### src/rtl/tm_axis_pkg.sv
// Shared sizing helpers, default dimensions and types for the inference-result AXIS transmitter.
// Latency: n/a (constants and types only).
// Backpressure: n/a.
// Contents: default dimensions, lane/beat helper functions, LPB/BEATS/REM/LANE_W for the defaults,
//           class_vec_t (one result vector) and tx_state_e (transmit FSM states).
package tm_axis_pkg;

   localparam int TDATA_WIDTH_DEF   = 64;
   localparam int CLASS_NUM_DEF     = 10;
   localparam int WEIGHT_LENGTH_DEF = 6;
   localparam int LANE_BYTES_DEF    = 1;
   localparam int BUF_DEPTH_DEF     = 2;

   // Lanes per bus beat.
   function automatic int calc_lpb(input int tdata_width, input int lane_bytes);
      return tdata_width / (8 * lane_bytes);
   endfunction

   // Beats needed to carry every class sum.
   function automatic int calc_beats(input int class_num, input int lpb);
      return (class_num + lpb - 1) / lpb;
   endfunction

   // Lanes occupied in the final sum beat.
   function automatic int calc_rem(input int class_num, input int lpb);
      return class_num - (calc_beats(class_num, lpb) - 1) * lpb;
   endfunction

   localparam int LANE_W = 8 * LANE_BYTES_DEF;
   localparam int LPB    = calc_lpb(TDATA_WIDTH_DEF, LANE_BYTES_DEF);
   localparam int BEATS  = calc_beats(CLASS_NUM_DEF, LPB);
   localparam int REM    = calc_rem(CLASS_NUM_DEF, LPB);

   typedef logic signed [CLASS_NUM_DEF-1:0][WEIGHT_LENGTH_DEF-1:0] class_vec_t;

   typedef enum logic [1:0] {
      IDLE = 2'd0,
      SEND = 2'd1,
      ARG  = 2'd2
   } tx_state_e;

endpackage

### src/rtl/axis_result_fifo.sv
// Small synchronous FIFO holding whole result vectors (plus argmax index when enabled).
// Latency: a pushed entry is visible on head_dat the cycle after the push edge.
// Backpressure: push is ignored when full unless a pop happens in the same cycle; pop on empty is ignored.
// Ports: clk, rst_n (synchronous, active-low), push/push_dat, pop, head_dat, full, empty, count.
module axis_result_fifo #(
   parameter int WIDTH = 60,
   parameter int DEPTH = 2
) (
   input  logic                       clk,
   input  logic                       rst_n,
   input  logic                       push,
   input  logic [WIDTH-1:0]           push_dat,
   input  logic                       pop,
   output logic [WIDTH-1:0]           head_dat,
   output logic                       full,
   output logic                       empty,
   output logic [$clog2(DEPTH+1)-1:0] count
);

   localparam int PTR_W = (DEPTH > 1) ? $clog2(DEPTH) : 1;
   localparam int CNT_W = $clog2(DEPTH + 1);
   localparam logic [PTR_W-1:0] LAST_PTR  = PTR_W'(DEPTH - 1);
   localparam logic [CNT_W-1:0] DEPTH_CNT = CNT_W'(DEPTH);

   logic [WIDTH-1:0] mem [DEPTH];
   logic [PTR_W-1:0] wr_ptr;
   logic [PTR_W-1:0] rd_ptr;
   logic             wr_en;
   logic             rd_en;

   assign full     = (count == DEPTH_CNT);
   assign empty    = (count == '0);
   assign rd_en    = pop && !empty;
   // When full, the write lands in the slot being popped this same edge.
   assign wr_en    = push && (!full || rd_en);
   assign head_dat = mem[rd_ptr];

   always_ff @(posedge clk) begin
      if (!rst_n) begin
         wr_ptr <= '0;
         rd_ptr <= '0;
         count  <= '0;
      end else begin
         if (wr_en) begin
            wr_ptr <= (wr_ptr == LAST_PTR) ? '0 : wr_ptr + 1'b1;
         end
         if (rd_en) begin
            rd_ptr <= (rd_ptr == LAST_PTR) ? '0 : rd_ptr + 1'b1;
         end
         case ({wr_en, rd_en})
            2'b10:   count <= count + 1'b1;
            2'b01:   count <= count - 1'b1;
            default: count <= count;
         endcase
      end
   end

   // Storage carries no reset; only the pointers define what is valid.
   always_ff @(posedge clk) begin
      if (wr_en) begin
         mem[wr_ptr] <= push_dat;
      end
   end

endmodule

### src/rtl/axis_result_tx.sv
// AXI-Stream master sending one packet per captured class-sum vector (sign-extended lanes, tkeep on tail beat).
// Latency: finish in cycle N with idle FSM and empty buffer -> beat 0 valid in cycle N+1; packets back-to-back.
// Backpressure: tready=0 holds the current beat indefinitely; finish while the buffer is full is dropped and counted.
// Ports: m00_axis_aclk, m00_axis_aresetn (synchronous, active-low), finish, class_sums, result_ready,
//        m00_axis_tready/tvalid/tdata/tkeep/tstrb/tlast, overflow_cnt (saturating drop counter).
// Option: define TM_TX_ARGMAX_EN to append one argmax-index beat (byte0, tkeep=1) carrying tlast.
module axis_result_tx
   import tm_axis_pkg::*;
#(
   parameter int C_M00_AXIS_TDATA_WIDTH = TDATA_WIDTH_DEF,
   parameter int CLASS_NUM              = CLASS_NUM_DEF,
   parameter int WEIGHT_LENGTH          = WEIGHT_LENGTH_DEF,
   parameter int LANE_BYTES             = LANE_BYTES_DEF,
   parameter int BUF_DEPTH              = BUF_DEPTH_DEF
) (
   input  logic                                    m00_axis_aclk,
   input  logic                                    m00_axis_aresetn,
   input  logic                                    finish,
   input  logic [CLASS_NUM-1:0][WEIGHT_LENGTH-1:0] class_sums,
   output logic                                    result_ready,
   input  logic                                    m00_axis_tready,
   output logic                                    m00_axis_tvalid,
   output logic [C_M00_AXIS_TDATA_WIDTH-1:0]       m00_axis_tdata,
   output logic [C_M00_AXIS_TDATA_WIDTH/8-1:0]     m00_axis_tkeep,
   output logic [C_M00_AXIS_TDATA_WIDTH/8-1:0]     m00_axis_tstrb,
   output logic                                    m00_axis_tlast,
   output logic [15:0]                             overflow_cnt
);

   localparam int W      = C_M00_AXIS_TDATA_WIDTH;
   localparam int KW     = W / 8;
   localparam int LW     = 8 * LANE_BYTES;
   localparam int LANES  = calc_lpb(W, LANE_BYTES);
   localparam int NBEATS = calc_beats(CLASS_NUM, LANES);
   localparam int NREM   = calc_rem(CLASS_NUM, LANES);
   localparam int BEAT_W = (NBEATS > 1) ? $clog2(NBEATS) : 1;
   localparam int SUM_W  = CLASS_NUM * WEIGHT_LENGTH;
   localparam int CNT_W  = $clog2(BUF_DEPTH + 1);
`ifdef TM_TX_ARGMAX_EN
   localparam int ENT_W  = SUM_W + 8;
`else
   localparam int ENT_W  = SUM_W;
`endif
   localparam logic [BEAT_W-1:0] LAST_BEAT = BEAT_W'(NBEATS - 1);
   localparam logic [KW-1:0]     KEEP_TAIL = {KW{1'b1}} >> (KW - NREM * LANE_BYTES);

   tx_state_e                               state;
   tx_state_e                               state_nxt;
   logic [BEAT_W-1:0]                       beat_cnt;
   logic [BEAT_W-1:0]                       beat_nxt;
   logic                                    push;
   logic                                    final_hs;
   logic                                    more;
   logic [ENT_W-1:0]                        push_dat;
   logic [ENT_W-1:0]                        head_dat;
   logic                                    fifo_full;
   logic                                    fifo_empty;
   logic [CNT_W-1:0]                        fifo_cnt;
   logic [CLASS_NUM-1:0][WEIGHT_LENGTH-1:0] head_sums;
   logic [NBEATS-1:0][W-1:0]                beat_dat;

   // ---------------------------------------------------------------- capture
`ifdef TM_TX_ARGMAX_EN
   logic signed [WEIGHT_LENGTH-1:0] best_val;
   logic [7:0]                      cap_idx;
   logic [7:0]                      head_idx;

   // Strict greater-than keeps the lowest index on ties.
   always_comb begin
      best_val = $signed(class_sums[0]);
      cap_idx  = 8'd0;
      for (int i = 1; i < CLASS_NUM; i++) begin
         if ($signed(class_sums[i]) > best_val) begin
            best_val = $signed(class_sums[i]);
            cap_idx  = 8'(i);
         end
      end
   end

   assign push_dat = {cap_idx, class_sums};
   assign head_idx = head_dat[SUM_W +: 8];
   assign final_hs = (state == ARG) && m00_axis_tready;
`else
   assign push_dat = class_sums;
   assign final_hs = (state == SEND) && (beat_cnt == LAST_BEAT) && m00_axis_tready;
`endif

   // A full buffer still accepts when its head leaves on this same edge.
   assign push         = finish && (!fifo_full || final_hs);
   assign more         = (fifo_cnt > CNT_W'(1)) || push;
   assign result_ready = !fifo_full;

   always_ff @(posedge m00_axis_aclk) begin
      if (!m00_axis_aresetn) begin
         overflow_cnt <= '0;
      end else if (finish && !push && (overflow_cnt != 16'hFFFF)) begin
         overflow_cnt <= overflow_cnt + 16'd1;
      end
   end

   axis_result_fifo #(
      .WIDTH (ENT_W),
      .DEPTH (BUF_DEPTH)
   ) u_fifo (
      .clk      (m00_axis_aclk),
      .rst_n    (m00_axis_aresetn),
      .push     (push),
      .push_dat (push_dat),
      .pop      (final_hs),
      .head_dat (head_dat),
      .full     (fifo_full),
      .empty    (fifo_empty),
      .count    (fifo_cnt)
   );

   // ---------------------------------------------------------------- lane map
   assign head_sums = head_dat[SUM_W-1:0];

   for (genvar b = 0; b < NBEATS; b++) begin : g_beat
      for (genvar k = 0; k < LANES; k++) begin : g_lane
         if (b * LANES + k < CLASS_NUM) begin : g_used
            assign beat_dat[b][k*LW +: LW] = LW'($signed(head_sums[b*LANES+k]));
         end else begin : g_pad
            assign beat_dat[b][k*LW +: LW] = '0;
         end
      end
   end

   // ---------------------------------------------------------------- FSM
   always_ff @(posedge m00_axis_aclk) begin
      if (!m00_axis_aresetn) begin
         state    <= IDLE;
         beat_cnt <= '0;
      end else begin
         state    <= state_nxt;
         beat_cnt <= beat_nxt;
      end
   end

   // Outputs are decoded from registered state and buffer head, so they only
   // move after a handshake edge and stay stable while tready is low.
   always_comb begin
      state_nxt       = state;
      beat_nxt        = beat_cnt;
      m00_axis_tvalid = 1'b0;
      m00_axis_tdata  = '0;
      m00_axis_tkeep  = '0;
      m00_axis_tlast  = 1'b0;
      case (state)
         IDLE: begin
            // Entering on the push itself gives single-cycle latency.
            if (!fifo_empty || push) begin
               state_nxt = SEND;
               beat_nxt  = '0;
            end
         end
         SEND: begin
            m00_axis_tvalid = 1'b1;
            m00_axis_tdata  = beat_dat[beat_cnt];
            if (beat_cnt == LAST_BEAT) begin
               m00_axis_tkeep = KEEP_TAIL;
`ifndef TM_TX_ARGMAX_EN
               m00_axis_tlast = 1'b1;
`endif
            end else begin
               m00_axis_tkeep = '1;
            end
            if (m00_axis_tready) begin
               if (beat_cnt == LAST_BEAT) begin
`ifdef TM_TX_ARGMAX_EN
                  state_nxt = ARG;
`else
                  state_nxt = more ? SEND : IDLE;
`endif
                  beat_nxt  = '0;
               end else begin
                  beat_nxt = beat_cnt + 1'b1;
               end
            end
         end
`ifdef TM_TX_ARGMAX_EN
         ARG: begin
            m00_axis_tvalid = 1'b1;
            m00_axis_tdata  = W'(head_idx);
            m00_axis_tkeep  = KW'(1);
            m00_axis_tlast  = 1'b1;
            if (m00_axis_tready) begin
               state_nxt = more ? SEND : IDLE;
               beat_nxt  = '0;
            end
         end
`endif
         default: begin
            state_nxt = IDLE;
            beat_nxt  = '0;
         end
      endcase
   end

   assign m00_axis_tstrb = m00_axis_tkeep;

endmodule
### config.mk
export PLATFORM = sky130hd
export DESIGN_NAME = axis_result_tx
export DESIGN_NICKNAME = d
export VERILOG_FILES = /design/src/rtl/tm_axis_pkg.sv /design/src/rtl/axis_result_fifo.sv /design/src/rtl/axis_result_tx.sv
export SDC_FILE = /design/constraint.sdc
export NUM_CORES = 1
export LEC_CHECK = 0
export ABC_AREA = 1
export CAP_MARGIN = 15
export CORE_MARGIN = 2
export CORE_UTILIZATION = 44
export CTS_CLUSTER_SIZE = 28
export DETAILED_ROUTE_END_ITERATION = 10
export PLACE_DENSITY = 0.77
export SYNTH_ARGS = -nofsm -noshare
export SYNTH_HDL_FRONTEND = slang
export SYNTH_SLANG_ARGS = --single-unit
### constraint.sdc
create_clock -name m00_axis_aclk -period 4.4 [get_ports m00_axis_aclk]
set_clock_uncertainty 0.05 [all_clocks]
set_input_delay 0.88 -clock m00_axis_aclk [delete_from_list [all_inputs] [get_ports m00_axis_aclk]]
set_output_delay 0.88 -clock m00_axis_aclk [all_outputs]
set_load 0.05 [all_outputs]
Yosys cells after proc, flatten, opt, wreduce, memory -nomap -nowiden
Memories as Yosys holds them, arrays and structs flattened. A register that Yosys moved wholly into a read port is not among the register bits.
Index checks and enable logic that the tools add are counted.
{ "word_totals": {"regBits": 23, "ram_bits": 120, "inputBits": 64, "out_inout_bits": 99, "elab_cells": 66, "mem_count": 1} }
{ "memory_table": {"columns": ["memory", "depth", "word_bits", "read_ports", "rd_clocked_by_memory_dff", "write_ports", "line", "source"], "rows": [
  ["u_fifo.mem", 2, 60, 1, 1, 1, "axis_result_fifo.sv:25", "logic [WIDTH-1:0] mem [DEPTH];"]
]} }
{ "op_classes": {"add_sub_neg": 6, "order_cmp": 2, "eq_ne": 8, "muxes": 24, "n_reduce_logical": 19} }
{ "ops": {"columns": ["operator", "n"], "rows": [
  ["$mux 64", 3],
  ["$add 16x1->16 const B", 1],
  ["$mux 8", 2],
  ["$ne 16x16->1 const B", 1],
  ["$mux 1", 13],
  ["$pmux 2 s2", 2],
  ["$logic_and 1x1->1", 7],
  ["$mux 2", 3],
  ["$ne 2x2->1 const B", 3],
  ["$eq 2x1->1 const B", 2],
  ["$eq 2x2->1 const B", 2],
  ["$logic_not 2->1", 2],
  ["$logic_or 1x1->1", 4],
  ["$add 1x1->1 const B", 3],
  ["$logic_not 1->1", 3],
  ["$reduce_and 3->1", 1],
  ["$add 2x1->2 const B", 1],
  ["$gt 2x1->1 const B", 1],
  ["$lt 1x2->1 const B", 1],
  ["$pmux 1 s2", 1],
  ["$reduce_and 2->1", 1],
  ["$reduce_bool 2->1", 1],
  ["$sub 2x1->2 const B", 1]
]} }

Logic depth before layout (Yosys ltp)
Gate-level depths: netlist of run 1.
{ "logic_depth": {"ltp_word": 10, "depth_mapped": 10, "depth_no_buf": 10} }

Hierarchy
From an unflattened synthesis of run 1, not the netlist that was laid out.
{ "hier_totals": {"hier_cells": 526, "area_unflattened_um2": 6406.1} }
{ "by_module_without_submodules": {"columns": ["module", "n_inst", "cells_per_inst", "area_per_inst_um2", "seq_area_each_um2"], "rows": [
  ["axis_result_fifo", 1, 226, 4634.4, 3703.6],
  ["axis_result_tx", 1, 300, 1771.7, 360.3]
]} }

Worst setup path after synthesis of run 1
OpenSTA, ideal clock, no wires.
{ "synth_path": {"path_type": "register to register", "startpoint": "register state[0]", "endpoint": "memory u_fifo.mem[1][0] (enable)", "setup_time_ns": 0.479, "arrival_ns": 3.774, "t_required_ns": 3.871, "path_slack_ns": 0.097, "stages_incl_launch_ff": 7, "path_buffers": 0, "synth_period_minus_slack_ns": 4.303, "path_cell_list": "dfxtp_1 > nand2_1 > inv_2 > nand3_1 > nand2_1 > nand2_1 > nor2_1"} }
{ "synth_via": {"elab_chain_len": 8, "word_cells_on_any_way": 10, "cone_classes": "eq/ne: 1; mux: 2; reduce/logical: 7"} }
{ "synth_lines": {"columns": ["item", "line", "source"], "rows": [
  ["from (decl)", "axis_result_tx.sv:47", "tx_state_e state;"],
  ["from (signal assigned)", "axis_result_tx.sv:135", "state <= state_nxt;"],
  ["$eq 2x1->1 *", "axis_result_tx.sv:85", "assign final_hs = (state == SEND) && (beat_cnt == LAST_BEAT) && m00_axis_tready;"],
  ["$logic_and 1x1->1 * (2 in a row)", "axis_result_tx.sv:85", null],
  ["$logic_or 1x1->1 / $logic_and 1x1->1 (equally long branches)", "axis_result_tx.sv:89, axis_result_fifo.sv:33", null],
  ["$logic_and 1x1->1 / $logic_or 1x1->1 (equally long branches)", "axis_result_tx.sv:89, axis_result_fifo.sv:35", null],
  ["$logic_and 1x1->1 *", "axis_result_fifo.sv:35", "assign wr_en = push && (!full || rd_en);"],
  ["$mux 1 *", "axis_result_fifo.sv:60", "if (wr_en) begin"],
  ["$mux 1 (not written as such) *", "axis_result_fifo.sv:61", "mem[wr_ptr] <= push_dat;"],
  ["to (decl)", "axis_result_fifo.sv:25", null]
]} }
Every way passes the cells marked *; elsewhere a longest branch is shown, timed or not.

Worst setup path in the final report of run 1
{ "layout_path": {"startpoint": "register state[0]", "endpoint": "output m00_axis_tdata[13]"} }
{ "layout_via": {"elab_chain_len": 2} }
{ "layout_lines": {"columns": ["item", "line", "source"], "rows": [
  ["$eq 2x1->1", "axis_result_tx.sv:149", "case (state)"],
  ["$mux 64", "axis_result_tx.sv:149", null],
  ["to (decl)", "axis_result_tx.sv:23", "output logic [C_M00_AXIS_TDATA_WIDTH-1:0] m00_axis_tdata,"]
]} }
No other way between the ends.

==> impl_metrics.csv, run 1 <==
group,metric,value,unit
critical_path,end_kind,"output pin",
finish,seqCellArea,4070,um2
yosys,syn_inst,540,
critical_path,r2r-end,"u_fifo.mem[0][24]",
yosys,ys_types,27,
yosys,synth_area_leaders,"edfxtp_1, nor2_1, dfxtp_1",
sta,drv_slew,0,
detailed_routing,post-route-drc-count,0,
pwr,ir_drop,0.275,mV
clocking,numCtsBuffers,17,
yosys,yosysMostFrequentCell,"nor2_1",
floorplan,ioPinCount,163,
clocking,cts_buffer_depth,2,
clocking,cts_sinks,143,
sta,fin_tns_setup,0,ns
detailed_routing,ant_nets,0,
placement,port_buffers,162,
floorplan,core-area,13300,um2
detailed_routing,wl_per_cell,15.2,um
min_path,hold_path_class,"reg -> reg",
critical_path,crit_arrival,2.83,ns
clocking,root_buffer,"clkbuf_16",
yosys,ys_seq_area_frac,0.677,
global_routing,grt_pass1_wl,20200,um
floorplan,die_x,121,um
sta,finalHoldViolCount,0,
yosys,ys_async_sr_fraction,0,
critical_path,reg2reg_from,"state[0]",
min_path,hp-start,"u_fifo.rd_ptr",
finish,drive_gt1_frac,0.0732,
finish,n_antenna_cell,0,
detailed_routing,drtIter0Drc,342,
yosys,muxShareOfSynthArea,0,
floorplan,die_area,14600,um2
global_routing,track_usage,0.182,
sta,setup_viol,0,
clocking,h-tree-depth,4,
critical_path,path_class,"reg -> out",
sta,fmax,266,MHz
yosys,synth_edf_count,120,
detailed_routing,wl,13000,um
yosys,yosys.area.top_type,"edfxtp_1",
yosys,netlist_area,6000,um2
critical_path,cp.required,3.47,ns
yosys,ys_seq_elements,143,
clocking,cts_tree,"yes",
finish,multi_input_area,1540,um2
placement,place.gp.congestion,0.843,
global_routing,grt_max_degree,61,
yosys,synth_compound_area_frac,0.0907,
critical_path,critPathLaunchType,"flop",
floorplan,start_util,0.452,
clocking,holdBufCountCts,0,
yosys,ys.warnings.count,0,
finish,n_fill_cell,1042,
floorplan,num_rows,42,
flow_run,max-cap-violations,0,
yosys,syn_area_per_cell,11.1,um2
global_routing,grt_pass1_vias,4128,
pwr,cellPowerDensity,492,nW/um2
yosys,synth_top_area_frac,0.600,
floorplan,chipHeight,121,um
yosys,synthFlopType,"edfxtp_1",
clocking,cts_setup_buffers,0,
finish,area_delta_synth_final,35.4,%
critical_path,timing.reg2reg.setup_slack,2.03,ns
yosys,synth_fa_ha_area_frac,0.0104,
sta,grt_setup_unrepaired,"no",
sta,worst_pin_slew,0.697,ns
detailed_routing,dr.pass1.iters,5,
yosys,synth_xor_area_frac,0.0102,
global_routing,gr-total-overflow,0,
pwr,leakage,0.00286,uW
yosys,synth_top_family_by_area,"simple AND/OR/NAND/NOR gates",
global_routing,antenna_found_initial,0,
sta,period_share,0.854,
critical_path,crit_fanout,60,
clocking,cts-resized-gates,0,
yosys,synth_simple_gate_area_share,0.141,
sta,finalCriticalPeriod,3.76,ns
detailed_routing,vias,4376,
finish,nNetsFinal,741,
detailed_routing,via_per_inst,5.09,
min_path,min_path_cells,1,
yosys,syn_nets,609,
clocking,clock_latency,0.42,ns
sta,slew_headroom,0.535,
yosys,synth_commonest_cells,"nor2_1, edfxtp_1, o21ai_0, nand2_1, buf_4",
pwr,power.total,4000,uW
placement,dp_hpwl,8320,um
outcome,outcome,"completed",
clocking,clkSlewWorstSetupHoldPaths,0.05,ns
critical_path,reg2regPathDepth,7,
==> layout make-up <==
class                      count  share of cell area
timing repair buffer         168               0.208
tap                          176              0.0271
clock buffer                  21              0.0542
multi-input combinational    321               0.189
sequential                   143               0.500
inverter                      21             0.00970
clock inverter                 9              0.0117
==> worst max-delay path by stage <==
| stage | start | end | cells after the start | slack (ns) |
|---|---|---|---|---|
| after floorplan | state[0] | u_fifo.mem[1][0] | 6 | 0.1 |
| after global placement | state[0] | m00_axis_tdata[22] | 6 | 1.16 |
| after detailed placement | state[0] | m00_axis_tdata[5] | 6 | 1.00 |
| after CTS | state[0] | m00_axis_tdata[5] | 6 | 0.55 |
| after global routing | state[0] | m00_axis_tdata[13] | 6 | 0.39 |
| final | state[0] | m00_axis_tdata[13] | 6 | 0.64 |
==> state kept, by name, indices dropped and copies added, names as in the netlist, named ones only <==
signal         flops
state              1
u_fifo.rd_ptr      1
u_fifo.mem       120
u_fifo.wr_ptr      1
beat_cnt           1
overflow_cnt      16
u_fifo.count       2
==> cells by family (layout without fill, tap and decap cells) <==
group / Yosys count / in the layout
buf+inv: 76 / 219
xor+xnor: 7 / 7
simple gates: 210 / 210
flops: 143 / 143
fa+ha+maj: 5 / 5
compound gates: 99 / 99
==> layout by cell type, fill, tap and decap left out, drive strengths merged <==
master / count
bufinv: 2
inv: 21
xnor2: 2
buf: 6
nand3: 13
nand3b: 2
o21ai: 67
nand4: 5
dfxtp: 23
clkdlybuf4s50: 162
a21oi: 20
nand2: 61
clkinv: 7
ha: 5
o22ai: 12
clkbuf: 21
xor2: 5
nor3: 2
edfxtp: 120
nor2: 127
==> critical path: stages (launching register included) <==
cell,delay (ns)
dfxtp_1,0.48
inv_2,0.10
nor2_4,0.08
buf_4,0.44
o21ai_0,0.19
o22ai_1,0.24
clkdlybuf4s50_1,0.86
==> layer usage <==
| metal | GRT usage | part of all wire | wire, um | vias to the layer above |
|---|---|---|---|---|
| li1 | - | - | - | 2090 |
| met1 | 0.225 | 0.43 | 5600 | 2092 |
| met2 | 0.307 | 0.49 | 6380 | 181 |
| met3 | 0.0557 | 0.069 | 901 | 13 |
| met4 | 0.0545 | 0.011 | 138 | 0 |
| met5 | 0 | 0 | 0 | - |
==> per-stage QoR <==
| stage | setup WS [ns] | hold WS [ns] | cells | instance area [um2] | util |
|---|---|---|---|---|---|
| 2_1_floorplan | 0.0968 | 0.376 | 540 | 6000 | - |
| 3_3_place_gp | 1.16 | 0.379 | 829 | 7590 | 0.571 |
| 3_5_place_dp | 1.00 | 0.389 | 829 | 7590 | 0.571 |
| 4_1_cts | 0.549 | 0.400 | 859 | 8130 | 0.611 |
| 5_1_grt | 0.385 | 0.442 | 859 | 8130 | 0.611 |
| 6_report | 0.644 | 0.401 | 859 | 8130 | 0.611 |
==> where the power goes <==
part	internal [uW]	total [uW]	switching, uW
Sequential	1570	1600	28.7
Clock	817	1310	498
Combinational	334	1080	746
Total	2720	4000	1270
(Power assumes the default switching activity.)
==> inputs of run 2 (changes only) <==
ABC_CLOCK_PERIOD_IN_PS = 4400   (was not set)
CAP_MARGIN = not set   (was 15)
PLACE_DENSITY = 0.74   (was 0.77)
==> impl_metrics.csv, run 2 (synthesized netlist as in run 1, its figures left out) <==
group,metric,value,unit
outcome,outcome,"completed",
floorplan,num_rows,42,
finish,n_fill_cell,1042,
placement,place.gp.congestion,0.832,
sta,period_share,0.890,
detailed_routing,wl_per_cell,15.4,um
finish,multi_input_area,1540,um2
floorplan,die_area,14600,um2
clocking,cts_buffer_depth,2,
finish,stdcell_count,863,
clocking,cts-resized-gates,0,
critical_path,worstSetupEndpoint,"m00_axis_tdata[30]",
global_routing,grt_max_degree,61,
critical_path,crit_arrival,2.99,ns
clocking,numCtsBuffers,17,
finish,largest_reg_flops,120,
sta,grt_setup_unrepaired,"no",
critical_path,timing.reg2reg.setup_slack,1.68,ns
sta,slew_headroom,0.449,
detailed_routing,drtIter0Drc,277,
clocking,cts_sinks,143,
sta,finalHoldViolCount,0,
floorplan,ioPinCount,163,
pwr,power.internal,2680,uW
finish,postLayoutCellArea,8120,um2
detailed_routing,dr.pass1.iters,4,
finish,final_common_cell,"clkdlybuf4s50_1",
global_routing,track_usage,0.185,
pwr,seqPwrFrac,0.400,
finish,seqCellArea,4070,um2
global_routing,antenna_found_initial,1,
global_routing,grt_pass1_vias,4234,
detailed_routing,vias,4397,
detailed_routing,via_per_inst,5.10,
flow_run,max-cap-violations,0,
clocking,cts_setup_buffers,0,
floorplan,die_x,121,um
critical_path,cp.required,3.47,ns
clocking,holdBufCountCts,0,
min_path,hold_path_class,"reg -> reg",
clocking,clkSlewWorstSetupHoldPaths,0.06,ns
detailed_routing,ant_nets,0,
critical_path,path_class,"reg -> out",
critical_path,r2r-end,"u_fifo.mem[1][26]",
sta,fin_tns_setup,0,ns
placement,placedCellCount,830,
sta,fmax,255,MHz
finish,drive_gt1_frac,0.0860,
finish,nNetsFinal,742,
critical_path,crit_fanout,28,
floorplan,start_util,0.452,
global_routing,grt_pass1_wl,20900,um
clocking,clock_latency,0.40,ns
pwr,pwr-share-clk,0.328,
pwr,swShare,0.329,
pwr,power_frac_comb,0.272,
floorplan,core-area,13300,um2
finish,regMostFlops,"u_fifo.mem",
pwr,ir_drop,0.255,mV
clocking,cts_tree,"yes",
finish,reg.largest.list,"u_fifo.mem x120, overflow_cnt x16, u_fifo.count x2",
critical_path,critPathLaunchType,"flop",
finish,area_delta_synth_final,35.3,%
sta,drv_slew,0,
clocking,root_buffer,"clkbuf_16",
pwr,leakage,0.00285,uW
detailed_routing,post-route-drc-count,0,
sta,holdWs,0.415,ns
finish,most-common-layout-cells,"clkdlybuf4s50_1, nor2_1, edfxtp_1",
sta,setup_viol,0,
critical_path,reg2reg_from,"state[0]",
floorplan,chipHeight,121,um
pwr,switchingPower,1310,uW
placement,dpl_cell_area,7570,um2
placement,dp_hpwl,8550,um
pwr,cellPowerDensity,492,nW/um2
sta,finalCriticalPeriod,3.92,ns
critical_path,startpoint,"state[0]",
critical_path,end_kind,"output pin",
critical_path,reg2regPathDepth,7,
detailed_routing,wl,13300,um
global_routing,gr-total-overflow,0,
sta,worst_pin_slew,0.826,ns
clocking,h-tree-depth,4,
placement,port_buffers,162,
run 2: cell types whose count changed in the layout (fill, tap and decap cells not counted), moves of 2 or more:
cell and delta:
clkinvlp_4 +5, buf_4 +3, clkbuf_1 -3, clkinv_1 -3
buf_12 -2, clkinv_2 +2, inv_6 +2
run 2: worst min-delay path by stage:
stage | from | to | slack, ns | cells after the start
2_1_floorplan | u_fifo.rd_ptr | flop | 0.38 | 1
3_3_place_gp | u_fifo.rd_ptr | flop | 0.38 | 1
3_5_place_dp | u_fifo.rd_ptr | flop | 0.40 | 1
4_1_cts | u_fifo.rd_ptr | flop | 0.41 | 1
5_1_grt | u_fifo.rd_ptr | flop | 0.44 | 1
6_report | u_fifo.rd_ptr | flop | 0.41 | 1
run 2: layout make-up:
type,instances,share of cell area
Antenna cell,1,0.000308
Multi-Input combinational cell,321,0.189
Inverter,21,0.00970
Timing Repair Buffer,169,0.206
Clock buffer,18,0.0528
Sequential cell,143,0.500
Tap cell,176,0.0271
Clock inverter,14,0.0146
run 2: power groups by stage:
stage	Sequential [uW]	Clock (uW)	Combinational [uW]
after floorplan	1640	0	763
after global placement	1620	0	1080
after detailed placement	1630	0	1090
after CTS	1600	1330	1090
after global routing	1610	1380	1140
final	1600	1310	1090
run 2: critical path: stages (launching register included):
cell and delay (ns):
dfxtp_1 0.49, inv_2 0.11, nor2_4 0.50, buf_4 0.32, o21ai_0 0.11, nor2_1 0.19, clkdlybuf4s50_1 0.85
run 2: metrics by stage:
| step | worst slack [ns] | total power (uW) | utilization |
|---|---|---|---|
| floorplan | 0.0968 | 2400 | - |
| global route | 0.244 | 4130 | 0.611 |
| CTS | 0.444 | 4030 | 0.611 |
| finish | 0.484 | 4000 | 0.611 |
| detailed placement | 0.888 | 2720 | 0.570 |
| global placement | 0.944 | 2700 | 0.570 |
run 2: per-layer routing:
metal / track usage / share of wire / vias up
met5: 0 / 0 / -
met4: 0.0654 / 0.010 / 0
met3: 0.0406 / 0.066 / 10
met2: 0.312 / 0.50 / 189
met1: 0.236 / 0.42 / 2095
li1: - / - / 2103
